[src/rtl/memex_stage.sv]
// MEMEX stage: data-bus / ITCM access, load formatting, and the MEMEX/WB register.
// Optional bus-wait abort is enabled by defining LSU_TIMEOUT_EN.
module memex_stage #(
    parameter int unsigned TIMEOUT_CYCLES = 255
) (
    input  logic        clk,
    input  logic        rst,
    input  logic        invalid_MEMEX,
    input  logic [31:0] pc4_MEMEX,
    input  logic [3:0]  rd_MEMEX,
    input  logic [31:0] alu_result_MEMEX,
    input  logic        regfile_we_MEMEX,
    input  logic [1:0]  rd_data_sel_MEMEX,
    input  logic        lsu_sign_extend_MEMEX,
    input  logic [1:0]  data_width_MEMEX,
    input  logic [31:0] immediate_MEMEX,
    input  logic        itcm_we_MEMEX,
    input  logic [31:0] rs2_data_MEMEX,
    input  logic        dmem_we_MEMEX,
    output logic        stall_MEMEX,
    output logic        dbus_req,
    output logic        dbus_we,
    output logic [31:0] dbus_addr,
    output logic [31:0] dbus_wdata,
    output logic [3:0]  dbus_be,
    input  logic        dbus_ack,
    input  logic [31:0] dbus_rdata,
    output logic        itcm_we,
    output logic [31:0] itcm_addr,
    output logic [31:0] itcm_wdata,
    output logic [3:0]  itcm_be,
    output logic [3:0]  rd_WB,
    output logic [31:0] rd_data_WB,
    output logic        regfile_we_WB,
    output logic        lsu_fault_WB
);

    typedef enum logic [0:0] {StIdle, StWait} state_e;

    state_e      state_q;
    logic [1:0]  ofs;
    logic        valid;
    logic        is_load;
    logic        dmem_store;
    logic        is_access;
    logic        misaligned;
    logic        align_fault;
    logic        bus_op;
    logic        timeout_abort;
    logic [3:0]  be;
    logic [31:0] wdata;
    logic [31:0] shifted;
    logic [31:0] load_data;
    logic [31:0] wb_data;
    logic        wb_we;
    logic        wb_fault;

    assign ofs        = alu_result_MEMEX[1:0];
    assign valid      = !invalid_MEMEX;
    assign is_load    = (rd_data_sel_MEMEX == 2'b01);
    // ITCM write takes priority over a simultaneous dmem store.
    assign dmem_store = dmem_we_MEMEX && !itcm_we_MEMEX;
    assign is_access  = is_load || dmem_we_MEMEX || itcm_we_MEMEX;

    always_comb begin
        misaligned = 1'b1;
        be         = 4'b1111;
        wdata      = rs2_data_MEMEX;
        unique case (data_width_MEMEX)
            2'b00: begin
                misaligned = 1'b0;
                be         = 4'b0001 << ofs;
                wdata      = {4{rs2_data_MEMEX[7:0]}};
            end
            2'b01: begin
                misaligned = ofs[0];
                be         = 4'b0011 << ofs;
                wdata      = {2{rs2_data_MEMEX[15:0]}};
            end
            2'b10: misaligned = |ofs;
            default: misaligned = 1'b1;
        endcase
    end

    assign align_fault = valid && is_access && misaligned;
    assign bus_op      = valid && !misaligned && (is_load || dmem_store);

`ifdef LSU_TIMEOUT_EN
    localparam int unsigned CntW = ($clog2(TIMEOUT_CYCLES + 1) > 8) ?
                                   $clog2(TIMEOUT_CYCLES + 1) : 8;
    logic [CntW-1:0] cnt_q;

    assign timeout_abort = (state_q == StWait) && !dbus_ack &&
                           (cnt_q >= CntW'(TIMEOUT_CYCLES));
`else
    logic unused_timeout;

    assign unused_timeout = |TIMEOUT_CYCLES;
    assign timeout_abort  = 1'b0;
`endif

    // Upstream holds the MEMEX inputs while stalled, so the request stays stable.
    assign dbus_req    = bus_op && !timeout_abort && !rst;
    assign dbus_we     = dbus_req && dmem_store;
    assign dbus_addr   = alu_result_MEMEX;
    assign dbus_wdata  = wdata;
    assign dbus_be     = be;
    assign stall_MEMEX = dbus_req && !dbus_ack;

    assign itcm_we    = valid && itcm_we_MEMEX && !misaligned && !rst;
    assign itcm_addr  = alu_result_MEMEX;
    assign itcm_wdata = wdata;
    assign itcm_be    = be;

    assign shifted = dbus_rdata >> {ofs, 3'b000};

    always_comb begin
        load_data = shifted;
        unique case (data_width_MEMEX)
            2'b00:   load_data = {{24{lsu_sign_extend_MEMEX && shifted[7]}}, shifted[7:0]};
            2'b01:   load_data = {{16{lsu_sign_extend_MEMEX && shifted[15]}}, shifted[15:0]};
            default: load_data = shifted;
        endcase
    end

    always_comb begin
        wb_data = alu_result_MEMEX;
        unique case (rd_data_sel_MEMEX)
            2'b00: wb_data = alu_result_MEMEX;
            2'b01: wb_data = load_data;
            2'b10: wb_data = pc4_MEMEX;
            2'b11: wb_data = immediate_MEMEX;
        endcase
    end

    assign wb_we    = valid && regfile_we_MEMEX && !align_fault && !timeout_abort;
    assign wb_fault = align_fault || timeout_abort;

    always_ff @(posedge clk or posedge rst) begin
        if (rst) begin
            state_q       <= StIdle;
            rd_WB         <= 4'd0;
            rd_data_WB    <= 32'd0;
            regfile_we_WB <= 1'b0;
            lsu_fault_WB  <= 1'b0;
`ifdef LSU_TIMEOUT_EN
            cnt_q         <= '0;
`endif
        end else begin
            state_q <= stall_MEMEX ? StWait : StIdle;
`ifdef LSU_TIMEOUT_EN
            if (state_q == StIdle) begin
                cnt_q <= '0;
            end else if (stall_MEMEX) begin
                cnt_q <= cnt_q + 1'b1;
            end
`endif
            if (!stall_MEMEX) begin
                rd_WB         <= rd_MEMEX;
                rd_data_WB    <= wb_data;
                regfile_we_WB <= wb_we;
                lsu_fault_WB  <= wb_fault;
            end
        end
    end

endmodule

[config.mk]
export PLATFORM = sky130hd
export DESIGN_NAME = memex_stage
export DESIGN_NICKNAME = d
export VERILOG_FILES = /design/src/rtl/memex_stage.sv
export SDC_FILE = /design/constraint.sdc
export NUM_CORES = 1
export LEC_CHECK = 0
export BUFFER_PORTS_ARGS = -buffer_cell sky130_fd_sc_hd__buf_2
export CAP_MARGIN = 20
export CORE_AREA = 3 3 135 137
export CTS_CLUSTER_DIAMETER = 60
export CTS_CLUSTER_SIZE = 30
export DETAILED_ROUTE_END_ITERATION = 10
export DIE_AREA = 0 0 138 140
export GPL_ROUTABILITY_DRIVEN = 0
export PLACE_DENSITY_LB_ADDON = 0.25
export SYNTH_ARGS = -nofsm -noshare
export SYNTH_HDL_FRONTEND = slang
export SYNTH_SLANG_ARGS = --single-unit
[constraint.sdc]
create_clock -name clk -period 2.9 [get_ports clk]
set_clock_uncertainty 0.2 [all_clocks]
set_input_delay 0.58 -clock clk [delete_from_list [all_inputs] [get_ports clk]]
set_output_delay 0.58 -clock clk [all_outputs]
set_load 0.02 [all_outputs]
Yosys cells after proc, flatten, opt, wreduce, memory -nomap -nowiden
Cells that the tools add are included.
{"block": "word_totals", "latch_bits": 0, "memories": 0, "output_inout_bits": 178, "romBits": 0, "reg_bits": 38, "word_cells": 44, "input_bits": 176, "ram_bits": 0}
{"block": "op_classes", "eq_ne": 5, "n_reduce_logical": 27, "n_mux": 5, "div_mod_pow": 0, "n_addsub": 0, "bitwise_logic": 0, "n_shift": 3, "multipliers": 0, "n_lt_le_gt_ge": 0}
{"op": "one-hot mux 32 bit (2 select lines)", "count": 2}
{"op": "one-hot mux 32 bit (4 select lines)", "count": 1}
{"op": "right shift 32 x 5 -> 32 bit", "count": 1}
{"op": "logical AND 1 bit", "count": 15}
{"op": "one-hot mux 4 bit (2 select lines)", "count": 1}
{"op": "== test 2 bit (second input constant)", "count": 3}
{"op": "zero test 1 bit", "count": 6}
{"op": "== test 2 x 1 -> 1 bit (second input constant)", "count": 2}
{"op": "zero test 2 bit", "count": 2}
{"op": "<< shifter 1 x 2 -> 4 bit (first input constant)", "count": 1}
{"op": "<< shifter 2 x 2 -> 4 bit (first input constant)", "count": 1}
{"op": "logical OR 1 bit", "count": 3}
{"op": "one-hot mux 1 bit (3 select lines)", "count": 1}
{"op": "OR reduction 2 bit", "count": 1}

Longest topological paths before layout
{"block": "depth", "depth_word": 7, "depth_mapped": 8, "depth_no_buf": 5}

Least setup slack after synthesis
Ideal clock, no wire load.
{"block": "synth_timing", "path_kind": "input to output", "startpoint": "in data_width_MEMEX[0]", "endpoint": "out itcm_wdata[30]", "arrival_ns": 1.907, "slack_ns": 0.213, "t_required_ns": 2.120, "cell_stages": 5, "cell_sequence": "buf_2 > buf_2 > mux2i_1 > o21ai_0 > buf_4"}
{"block": "synth_between", "elab_chain_len": 2, "elab_cells_between_ends": 3}
{"element": "start, declared", "line_no": "15", "source": "input logic [1:0] data_width_MEMEX,"}
{"element": "== test 2 x 1 -> 1 bit / zero test 2 bit (equally long branches)", "line_no": "69", "source": "unique case (data_width_MEMEX)"}
{"element": "one-hot mux 32 bit (2 select lines) (*)", "line_no": "69"}
{"element": "end, declared", "line_no": "30", "source": "output logic [31:0] itcm_wdata,"}
Mark *: on every way between the ends. The rest lies on a longest branch, timed or not.

Worst setup path after layout
{"block": "layout_timing", "startpoint": "in data_width_MEMEX[0]", "endpoint": "out dbus_wdata[15]"}
{"block": "layout_between", "elab_chain_len": 2, "elab_cells_between_ends": 3}
{"element": "== test 2 x 1 -> 1 bit / zero test 2 bit (equally long branches)", "line_no": "69"}
{"element": "one-hot mux 32 bit (2 select lines) (*)", "line_no": "69"}
{"element": "end, declared", "line_no": "24", "source": "output logic [31:0] dbus_wdata,"}
Marks and branches as above.

==> flow_results.xml <==
<?xml version="1.0" encoding="UTF-8"?>
<metrics>
  <group name="cts">
    <metric name="post-cts-setup-buffers" unit="">0</metric>
    <metric name="clock_root_buffer_master" unit="">sky130_fd_sc_hd__clkbuf_16</metric>
    <metric name="clk_path_buf_depth" unit="">2</metric>
    <metric name="tritoncts.num_buffers" unit="">5</metric>
    <metric name="cts_tree" unit="">built</metric>
    <metric name="cts-hold-fix-buffers" unit="">0</metric>
    <metric name="post_cts_resize_count" unit="">0</metric>
    <metric name="clk_pin_slew" unit="ns">0.06</metric>
    <metric name="insertion_delay" unit="ns">0.29</metric>
    <metric name="clkSinkCount" unit="">38</metric>
    <metric name="htree_levels" unit="">2</metric>
  </group>
  <group name="floorplanning">
    <metric name="dieArea" unit="um2">19320</metric>
    <metric name="floorplan.rows" unit="">48</metric>
    <metric name="start_util" unit="%">24.45</metric>
    <metric name="core_area" unit="um2">17180</metric>
    <metric name="fp.dieW" unit="um">138</metric>
    <metric name="top_level_ports" unit="">354</metric>
    <metric name="floorplan.die.height" unit="um">140</metric>
  </group>
  <group name="pwr">
    <metric name="total_power" unit="uW">2315</metric>
    <metric name="share_clk_of_total_power" unit="%">32.1</metric>
    <metric name="power.density_cell_area" unit="nW/um2">407.8</metric>
    <metric name="combinational_share_of_power" unit="%">41.2</metric>
    <metric name="cellLeakagePower" unit="uW">0.002946</metric>
    <metric name="share_of_power_burned_in_registers" unit="%">26.7</metric>
    <metric name="power_report.internal_total" unit="uW">1479</metric>
    <metric name="fraction_of_power_spent_switching_nets" unit="%">36.13</metric>
    <metric name="netSwitchingPower" unit="uW">836.5</metric>
    <metric name="vdd_ir_drop_max" unit="mV">0.2073</metric>
  </group>
  <group name="worst_hold_path">
    <metric name="min-delay-path-class" unit="">input port to asynchronous set/reset pin</metric>
  </group>
  <group name="timing">
    <metric name="achievable-frequency" unit="MHz">402.2</metric>
    <metric name="finalCritPeriodShare" unit="%">85.73</metric>
    <metric name="aggregate_negative_setup_slack" unit="ns">0</metric>
    <metric name="maxSlewViolCount" unit="">0</metric>
    <metric name="timing.final.setup_violations" unit="">0</metric>
    <metric name="max_slew.worst_pin.slew" unit="ns">0.5741</metric>
    <metric name="post-route-worst-setup-slack" unit="ns">0.4137</metric>
    <metric name="max_slew_margin" unit="%">61.73</metric>
    <metric name="hold_viol" unit="">0</metric>
    <metric name="grt_setup_unrepaired" unit="">false</metric>
    <metric name="tmin_final" unit="ns">2.486</metric>
  </group>
  <group name="detailed_routing">
    <metric name="detail_route.wirelength" unit="um">18770</metric>
    <metric name="routed_via_count_divided_by_cell_count" unit="">4.787</metric>
    <metric name="route.vias.total" unit="">4519</metric>
    <metric name="drt_pass1_iterations" unit="">4</metric>
    <metric name="final_routed_wire_length_divided_by_cell_count" unit="um">19.88</metric>
    <metric name="drt_first_iter_violations" unit="">175</metric>
    <metric name="drtAntennaViolNets" unit="">0</metric>
    <metric name="drt_drc_violations_left" unit="">0</metric>
  </group>
  <group name="logic_synthesis">
    <metric name="avg_synthesized_cell_area" unit="um2">8.843</metric>
    <metric name="synth_edf_count" unit="">0</metric>
    <metric name="synth_sequential_area_ratio" unit="%">22.64</metric>
    <metric name="syn-instance-count" unit="">475</metric>
    <metric name="synth_cell_types" unit="">42</metric>
    <metric name="mappedNetlistNets" unit="">651</metric>
    <metric name="ys_seq_elements" unit="">38</metric>
    <metric name="async_reset_ff_share" unit="%">100.0</metric>
    <metric name="yosys_warnings" unit="">0</metric>
    <metric name="synth_area" unit="um2">4200</metric>
    <metric name="yosys_most_used_dff" unit="">sky130_fd_sc_hd__dfrtp_1</metric>
  </group>
  <group name="place">
    <metric name="place_worst_setup_slack" unit="ns">0.3559</metric>
    <metric name="port_buffers" unit="">353</metric>
    <metric name="detailedPlacementHpwl" unit="um">15920</metric>
  </group>
  <group name="worst_setup_path">
    <metric name="setup.worst_path.end_class" unit="">output pin</metric>
    <metric name="reg2regPathDepth" unit="">1</metric>
    <metric name="timing.critical_path.required" unit="ns">2.12</metric>
    <metric name="path_max_fanout" unit="">16</metric>
    <metric name="timing.setup.critical_path_class" unit="">input port to output pin</metric>
    <metric name="cp.arrival" unit="ns">1.71</metric>
    <metric name="timing.critical_path.from_type" unit="">input port</metric>
  </group>
  <group name="cells_and_area">
    <metric name="finalNetCount" unit="">891</metric>
    <metric name="syn_to_final_growth" unit="%">35.15</metric>
    <metric name="area_taken_by_multi_input_logic_gates" unit="um2">2255</metric>
    <metric name="nFillCells" unit="">1869</metric>
    <metric name="drive_above_1_share" unit="%">60.34</metric>
    <metric name="seqCellArea" unit="um2">950.9</metric>
  </group>
  <group name="global_routing">
    <metric name="grt_max_degree" unit="">39</metric>
    <metric name="grt_antenna_before_repair" unit="">4</metric>
    <metric name="globalRoute.totalOverflow" unit="">0</metric>
    <metric name="globalRouteTotalUtil" unit="%">18.38</metric>
    <metric name="grt_pass1_vias" unit="">4411</metric>
    <metric name="grt_first_pass_wirelength" unit="um">27630</metric>
  </group>
  <group name="run">
    <metric name="cap_viol_max_count" unit="">0</metric>
  </group>
  <group name="status">
    <metric name="outcome" unit="">finished clean</metric>
  </group>
</metrics>
## final timing paths
check / startpoint / endpoint / slack [ns]
max: data_width_MEMEX[0] / dbus_wdata[15] / 0.41
min: rst / regfile_we_WB / 0.11
max reg2reg: rd_data_WB[0] / rd_data_WB[0] / 1.94
min reg2reg: rd_WB[2] / rd_WB[2] / 0.30
max in group asynchronous: rst / rd_data_WB[8] / 1.83
min in group clk: rd_WB[2] / rd_WB[2] / 0.30
## layer usage
metal	part of all wire (%)	wire, um	global-route usage [%]
met3	6.8	1282	3.346
met4	1.5	275	4.576
met2	52	9696	33.58
met1	40	7516	22.32
met5	0	0	0
## cells in the final DEF (no fill, tap or decap), drive strengths merged, types with 4 or more instances in the layout
cell type / synthesis / final
a21oi: 19 / 19
a31oi: 9 / 9
buf: 128 / 376
clkbuf: 15 / 6
dfrtp: 38 / 38
inv: 5 / 4
mux2: 32 / 32
mux2i: 57 / 57
mux4: 9 / 9
nand2: 20 / 20
nand3: 25 / 25
nand3b: 7 / 7
nor2: 22 / 22
nor3: 13 / 13
o2111ai: 16 / 16
o211ai: 6 / 6
o21ai: 18 / 18
o2bb2ai: 8 / 8
## power by group through the flow
stage | clock [uW] | sequential, uW | combinational [uW]
after floorplan | 0 | 695 | 584
after global placement | 0 | 628 | 967
after detailed placement | 0 | 628 | 969
after CTS | 763 | 619 | 971
after global routing | 779 | 625 | 1030
final | 742 | 618 | 955
## final cells by class
cell class | instances | share of cell area [%]
multi-input cells | 289 | 39.72
repair buffers | 376 | 34.60
flip-flops and latches | 38 | 16.75
well taps | 225 | 4.959
clock buffers | 6 | 2.447
clock inverters | 2 | 1.058
inverters | 5 | 0.3306
diodes | 3 | 0.1322
## sequential cells by signal, summed over array words and instances (netlist names)
| name | flops |
|---|---|
| regfile_we_WB | 1 |
| rd_WB | 4 |
| rd_data_WB | 32 |
| lsu_fault_WB | 1 |
## stage by stage
stage	util [%]	cell area, um2	cells	hold slack, ns
6_report	33.05	5677	944	0.1087
5_1_grt	33.05	5677	944	0.1343
4_1_cts	33.01	5669	941	0.1095
3_5_place_dp	31.85	5470	933	0.2803
3_3_place_gp	31.85	5470	933	0.2617
2_1_floorplan	-	4200	475	0.3952
## cell families after synthesis
| kind of cell | share of synthesized area (%) |
|---|---|
| compound gates | 14.27 |
| buf+inv | 23.83 |
| flops | 22.64 |
| mux | 27.08 |
| simple gates | 12.18 |
## Yosys cell counts, types with 2 or more instances
library cell	count	share of area [%]
sky130_fd_sc_hd__clkbuf_1	15	1.3
sky130_fd_sc_hd__nand3_1	25	3.0
sky130_fd_sc_hd__buf_4	109	19
sky130_fd_sc_hd__or2_2	3	0.45
sky130_fd_sc_hd__a21o_1	2	0.36
sky130_fd_sc_hd__nor4_1	2	0.30
sky130_fd_sc_hd__a21oi_1	19	2.3
sky130_fd_sc_hd__inv_2	2	0.18
sky130_fd_sc_hd__nor2_1	22	2.0
sky130_fd_sc_hd__nand2b_1	3	0.45
sky130_fd_sc_hd__buf_6	2	0.54
sky130_fd_sc_hd__nand2_1	19	1.7
sky130_fd_sc_hd__nand3b_1	7	1.3
sky130_fd_sc_hd__dfrtp_1	38	23
sky130_fd_sc_hd__o2111ai_1	16	3.3
sky130_fd_sc_hd__o2bb2ai_1	8	1.7
sky130_fd_sc_hd__mux2_2	31	8.3
sky130_fd_sc_hd__nor3_1	13	1.5
sky130_fd_sc_hd__a221o_1	3	0.71
sky130_fd_sc_hd__o211ai_1	6	1.1
sky130_fd_sc_hd__mux4_2	9	4.8
sky130_fd_sc_hd__nor2b_1	3	0.45
sky130_fd_sc_hd__o21ai_0	17	2.0
sky130_fd_sc_hd__a31oi_1	9	1.3
sky130_fd_sc_hd__inv_1	3	0.27
sky130_fd_sc_hd__buf_2	17	2.0
sky130_fd_sc_hd__mux2i_1	57	14
## worst max-delay path, cell delays in order
cell	delay, ns
sky130_fd_sc_hd__buf_2	0.29
sky130_fd_sc_hd__or2_2	0.29
sky130_fd_sc_hd__mux2_2	0.38
sky130_fd_sc_hd__buf_2	0.16
(Power assumes the default switching activity.)
